$ cat src/rtl/imm_pkg.sv
// imm_pkg -- shared definitions for the immediate-extend stage.
//   INSTR_W    : width of a raw RV32 instruction word
//   IMM_SRC_W  : width of the immediate format select
//   imm_src_e  : immediate format encodings (I, S, B, U, J); 101..111 are unsupported
//   imm_src_supported() : true for the five defined encodings
package imm_pkg;

    localparam int INSTR_W   = 32;
    localparam int IMM_SRC_W = 3;

    typedef enum logic [IMM_SRC_W-1:0] {
        IMM_I = 3'b000,
        IMM_S = 3'b001,
        IMM_B = 3'b010,
        IMM_U = 3'b011,
        IMM_J = 3'b100
    } imm_src_e;

    function automatic logic imm_src_supported(input logic [IMM_SRC_W-1:0] src);
        return (src <= IMM_J);
    endfunction

endpackage

$ cat src/rtl/imm_decode.sv
// imm_decode -- combinational immediate decode and sign extension.
//   instr   : raw RV32 instruction word
//   imm_src : immediate format select (imm_src_e encodings)
//   imm     : immediate sign-extended from instr[31] to DATA_BUS_WIDTH
//   imm_err : high for an unsupported imm_src; imm is forced to zero then
module imm_decode
    import imm_pkg::*;
#(
    parameter int DATA_BUS_WIDTH = 32
) (
    input  logic [INSTR_W-1:0]        instr,
    input  logic [IMM_SRC_W-1:0]      imm_src,
    output logic [DATA_BUS_WIDTH-1:0] imm,
    output logic                      imm_err
);

    // Every format is first built as a 32-bit sign-extended value; the final
    // widening to 64 bits then copies bit 31, which is instr[31] for all
    // formats (U-type included).
    logic [INSTR_W-1:0] imm32;

    always_comb begin
        imm32   = '0;
        imm_err = 1'b0;
        case (imm_src)
            IMM_I: imm32 = {{20{instr[31]}}, instr[31:20]};
            IMM_S: imm32 = {{20{instr[31]}}, instr[31:25], instr[11:7]};
            IMM_B: imm32 = {{19{instr[31]}}, instr[31], instr[7], instr[30:25],
                            instr[11:8], 1'b0};
            IMM_U: imm32 = {instr[31:12], 12'b0};
            IMM_J: imm32 = {{11{instr[31]}}, instr[31], instr[19:12], instr[20],
                            instr[30:21], 1'b0};
            default: begin
                imm32   = '0;
                imm_err = 1'b1;
            end
        endcase
    end

    assign imm = DATA_BUS_WIDTH'($signed(imm32));

endmodule

$ cat src/rtl/imm_extend_stage.sv
// imm_extend_stage -- decodes/sign-extends an instruction immediate and holds
// the results in a small circular output buffer.
//   clk, rst      : rising-edge clock, synchronous active-high reset
//   in_valid      : upstream instruction valid
//   in_ready      : stage accepts an input this cycle
//   instr         : raw RV32 instruction word
//   imm_src       : immediate format select
//   out_valid     : head entry valid
//   out_ready     : downstream accepts the head entry
//   extended_imm  : head-entry immediate (zero when no valid head)
//   imm_err       : head entry carried an unsupported imm_src
//
// Handshake: a transfer happens on a rising edge where valid && ready are both
// high on that side; valid never depends on ready of the same side. A push and
// a pop may happen on the same edge, leaving the occupancy unchanged. in_ready
// is combinationally raised by out_ready when the buffer is full so that a
// full buffer can stream at one entry per cycle. While rst is high both
// in_ready and out_valid are held low, so nothing transfers in a reset cycle.
module imm_extend_stage
    import imm_pkg::*;
#(
    parameter int DATA_BUS_WIDTH = 32,
    parameter int BUF_DEPTH      = 2
) (
    input  logic                      clk,
    input  logic                      rst,
    input  logic                      in_valid,
    output logic                      in_ready,
    input  logic [INSTR_W-1:0]        instr,
    input  logic [IMM_SRC_W-1:0]      imm_src,
    output logic                      out_valid,
    input  logic                      out_ready,
    output logic [DATA_BUS_WIDTH-1:0] extended_imm,
    output logic                      imm_err
);

    localparam int PTR_W = (BUF_DEPTH > 1) ? $clog2(BUF_DEPTH) : 1;
    localparam int CNT_W = $clog2(BUF_DEPTH + 1);

    localparam logic [CNT_W-1:0] DEPTH_CNT = CNT_W'(BUF_DEPTH);
    localparam logic [PTR_W-1:0] LAST_PTR  = PTR_W'(BUF_DEPTH - 1);

    logic [DATA_BUS_WIDTH-1:0] imm_mem [BUF_DEPTH];
    logic                      err_mem [BUF_DEPTH];

    logic [PTR_W-1:0] wr_ptr;
    logic [PTR_W-1:0] rd_ptr;
    logic [CNT_W-1:0] count;

    logic [DATA_BUS_WIDTH-1:0] dec_imm;
    logic                      dec_err;
    logic                      push;
    logic                      pop;

    imm_decode #(
        .DATA_BUS_WIDTH(DATA_BUS_WIDTH)
    ) u_decode (
        .instr   (instr),
        .imm_src (imm_src),
        .imm     (dec_imm),
        .imm_err (dec_err)
    );

    assign out_valid = !rst && (count != '0);
    assign in_ready  = !rst && ((count < DEPTH_CNT) || out_ready);
    assign push      = in_valid && in_ready;
    assign pop       = out_valid && out_ready;

    // Storage is not reset: validity is tracked entirely by count.
    always_ff @(posedge clk) begin
        if (push) begin
            imm_mem[wr_ptr] <= dec_imm;
            err_mem[wr_ptr] <= dec_err;
        end
    end

    always_ff @(posedge clk) begin
        if (rst) begin
            wr_ptr <= '0;
            rd_ptr <= '0;
            count  <= '0;
        end else begin
            if (push) begin
                wr_ptr <= (wr_ptr == LAST_PTR) ? '0 : wr_ptr + PTR_W'(1);
            end
            if (pop) begin
                rd_ptr <= (rd_ptr == LAST_PTR) ? '0 : rd_ptr + PTR_W'(1);
            end
            case ({push, pop})
                2'b10:   count <= count + CNT_W'(1);
                2'b01:   count <= count - CNT_W'(1);
                default: count <= count;
            endcase
        end
    end

    // Outputs read as zero whenever there is no valid head entry.
    assign extended_imm = out_valid ? imm_mem[rd_ptr] : '0;
    assign imm_err      = out_valid && err_mem[rd_ptr];

endmodule

$ cat config.mk
export PLATFORM = sky130hd
export DESIGN_NAME = imm_extend_stage
export DESIGN_NICKNAME = d
export VERILOG_FILES = /design/src/rtl/imm_pkg.sv /design/src/rtl/imm_decode.sv /design/src/rtl/imm_extend_stage.sv
export SDC_FILE = /design/constraint.sdc
export NUM_CORES = 1
export LEC_CHECK = 0
export ABC_AREA = 1
export CORE_UTILIZATION = 45
export CTS_BUF_LIST = sky130_fd_sc_hd__clkbuf_2 sky130_fd_sc_hd__clkbuf_4 sky130_fd_sc_hd__clkbuf_8
export DETAILED_ROUTE_END_ITERATION = 12
export PLACE_DENSITY_LB_ADDON = 0.15
export SLEW_MARGIN = 20
export SYNTH_ARGS = -nofsm -noshare
export SYNTH_HDL_FRONTEND = slang
export SYNTH_SLANG_ARGS = --single-unit
$ cat constraint.sdc
create_clock -name clk -period 2.9 [get_ports clk]
set_input_delay 0.58 -clock clk [delete_from_list [all_inputs] [get_ports clk]]
set_output_delay 0.58 -clock clk [all_outputs]
set_load 0.05 [all_outputs]
==> impl_metrics.tcl <==
set metrics [dict create \
    drt_iter0_drc 160 \
    viasPerCell 4.771 \
    regArea_sq_um 2083 \
    grt_max_degree 41 \
    hold_buffers 0 \
    synth_fp_nets 414 \
    yosys.area_share.simple 0.2002 \
    synth_cell_type_count 22 \
    dieArea_sq_um 7849 \
    clock-sinks 71 \
    cts_resized 0 \
    peakVddDrop_v 0.0003051 \
    r2r_start "count[0]$_SDFFE_PP0P_" \
    clock_skew_ns 0.006724 \
    fillCellCount 633 \
    initial_core_util 0.4652 \
    holdPathEnd "count[1]$_SDFFE_PP0P_" \
    synth_area_sq_um 3374 \
    nNetsFinal 482 \
    slew_violations 0 \
    setup_viol 0 \
    synth_cells 374 \
    drtPass1Iterations 5 \
    final_common_cell "nand2_1" \
    slew_headroom 0.6639 \
    insertion_delay_ns 0.33 \
    required_ns 2.32 \
    path_max_fanout 34 \
    vias 2600 \
    hold_ws_ns 0.5425 \
    cts_root_buf "clkbuf_8" \
    dp_hpwl_um 4704 \
    run_status "finished clean" \
    cts_tree "yes" \
    clkTransAtPathRegs_ns 0.07 \
    crit_type "in -> out" \
    synthMuxAreaShare 0 \
    htree_levels 3 \
    power_density_nw_per_um2 492.6 \
    antenna_cells 0 \
    ys_seq_area_frac 0.6170 \
    synth_compound_area_frac 0.06452 \
    min_period_over_period 0.8110 \
    startpoint_type "primary input" \
    routedWlPerCell_um 12.18 \
    synth_xor_xnor_area_share 0 \
    hold_viol 0 \
    clk_path_buf_depth 2 \
    core_sq_um 7253 \
    ff2ff_path_depth 10 \
    synth_fa_ha_area_frac 0.003708 \
    grt_pass1_vias 2469 \
    drt-total-wl_um 6639 \
    gp_congestion 0.8226 \
    rsz0062_at_grt "no" \
    reg2reg_slack_ns 1.48 \
    cts_buffers 9 \
    die_x_um 88.60 \
    holdPathStages 2 \
    die_y_um 88.60 \
    synth_top_family_by_area "simple AND/OR/NAND/NOR gates" \
    hold_path.startpoint "count[1]$_SDFFE_PP0P_" \
    cts_post_setup_buffers_inserted 0 \
    hp-class "reg -> reg" \
    port_buffers 66 \
    tns_ns 0 \
    p_leak_nw 2.116 \
    fin_util 0.6407 \
    maxCapViolCount 0 \
    antenna_found_initial 0 \
    drc_errors 0 \
    cp.arrival_ns 1.77 \
    synth.avg_cell_area_sq_um 9.023 \
    cp-end-kind "output pin" \
    worst_r2r_endpoint "count[1]$_SDFFE_PP0P_" \
    yosys_register_bits 71 \
    grt_pass1_wl_um 11140 \
    min_period_ns 2.352 \
    grt_usage 0.1924 \
    rows 31 \
    layout_common_cells "nand2_1, inv_1, edfxtp_1" \
    fmax_mhz 425.2 \
    area_delta_synth_final_pct 37.71 \
    drive_gt1_frac 0.1390 \
    ant_nets 0 \
    yosys_warnings 0 \
    tightest_slew_ns 0.5023 \
    grt-ovfl-total 0 \
    io_pins 74 \
    multi_input_area_sq_um 908.4 \
]
[per-layer routing]
metal,share of wire,routed length (um),GRT usage,vias to the layer above
met5,0,0,0,-
met4,0.016,106,0.08944,0
met3,0.049,327,0.03545,10
met2,0.51,3417,0.3371,79
met1,0.42,2788,0.2302,1208
li1,-,-,-,1303
[final cells by class]
cell class	count	area share
tap	99	0.02666
inverter	82	0.06624
clock inverter	5	0.005654
clock buffer	10	0.02827
sequential	71	0.4483
timing repair buffer	70	0.2294
multi-input combinational	208	0.1955
[sequential cells by signal, summed over array words and instances, names as in the netlist, named ones only]
| name | cells |
|---|---|
| count | 2 |
| imm_mem | 64 |
| err_mem | 2 |
| wr_ptr | 1 |
| rd_ptr | 1 |
[where the power goes]
part / total, mW / switching, mW / internal [mW]
combinational: 0.456 / 0.264 / 0.192
clock: 0.642 / 0.334 / 0.308
sequential: 1.19 / 0.0173 / 1.17
total: 2.29 / 0.615 / 1.67
[critical path, stage by stage]
cell and delay [ns]:
clkdlybuf4s50_1 0.48, a21oi_4 0.16, buf_12 0.21, nand2_1 0.08
inv_1 0.11, buf_12 0.14
[Yosys cell counts]
library cell / n / share of area
nand4_1: 3 / 0.0056
dfxtp_1: 5 / 0.030
o21ai_0: 35 / 0.052
a21oi_1: 2 / 0.0030
clkbuf_2: 1 / 0.0015
inv_1: 81 / 0.090
a21oi_4: 1 / 0.0048
nor2_4: 1 / 0.0033
buf_6: 1 / 0.0033
clkbuf_1: 2 / 0.0022
buf_2: 5 / 0.0074
nand2_1: 125 / 0.14
o211ai_1: 1 / 0.0022
buf_4: 4 / 0.0089
nor2_1: 15 / 0.017
inv_2: 1 / 0.0011
nor2_2: 1 / 0.0019
nand3_1: 19 / 0.028
edfxtp_1: 66 / 0.59
o21ai_2: 1 / 0.0026
nand2_2: 3 / 0.0056
ha_1: 1 / 0.0037
[how the worst max path moves through the flow]
| stage | start | to | slack [ns] | depth (start not counted) |
|---|---|---|---|---|
| 2_1_floorplan | rst | err_mem[0]$_DFFE_PP_ | 0.21 | 3 |
| 3_3_place_gp | rst | extended_imm[20] | 0.56 | 6 |
| 6_report | rst | extended_imm[17] | 0.55 | 6 |
| 5_1_grt | rst | extended_imm[17] | 0.46 | 6 |
| 4_1_cts | rst | extended_imm[20] | 0.54 | 6 |
| 3_5_place_dp | rst | extended_imm[20] | 0.54 | 6 |
[kinds of logic (layout without fill, tap and decap cells)]
| group | count (synthesis) | count (layout) |
|---|---|---|
| AOI/OAI and AO/OA | 40 | 40 |
| adders and majority gates | 1 | 1 |
| buffers and inverters | 95 | 167 |
| DFF | 71 | 71 |
| and+or+nand+nor | 167 | 167 |
[stage by stage]
stage          total power, mW  cell area, sq um  setup slack, ns  cells
2_1_floorplan            1.453              3374           0.2086    374
3_3_place_gp             1.661              4489           0.5557    530
3_5_place_dp             1.674              4489           0.5407    530
4_1_cts                  2.311              4647           0.5362    545
5_1_grt                  2.389              4647           0.4624    545
6_report                 2.289              4647           0.5481    545
(Power assumes the default switching activity.)
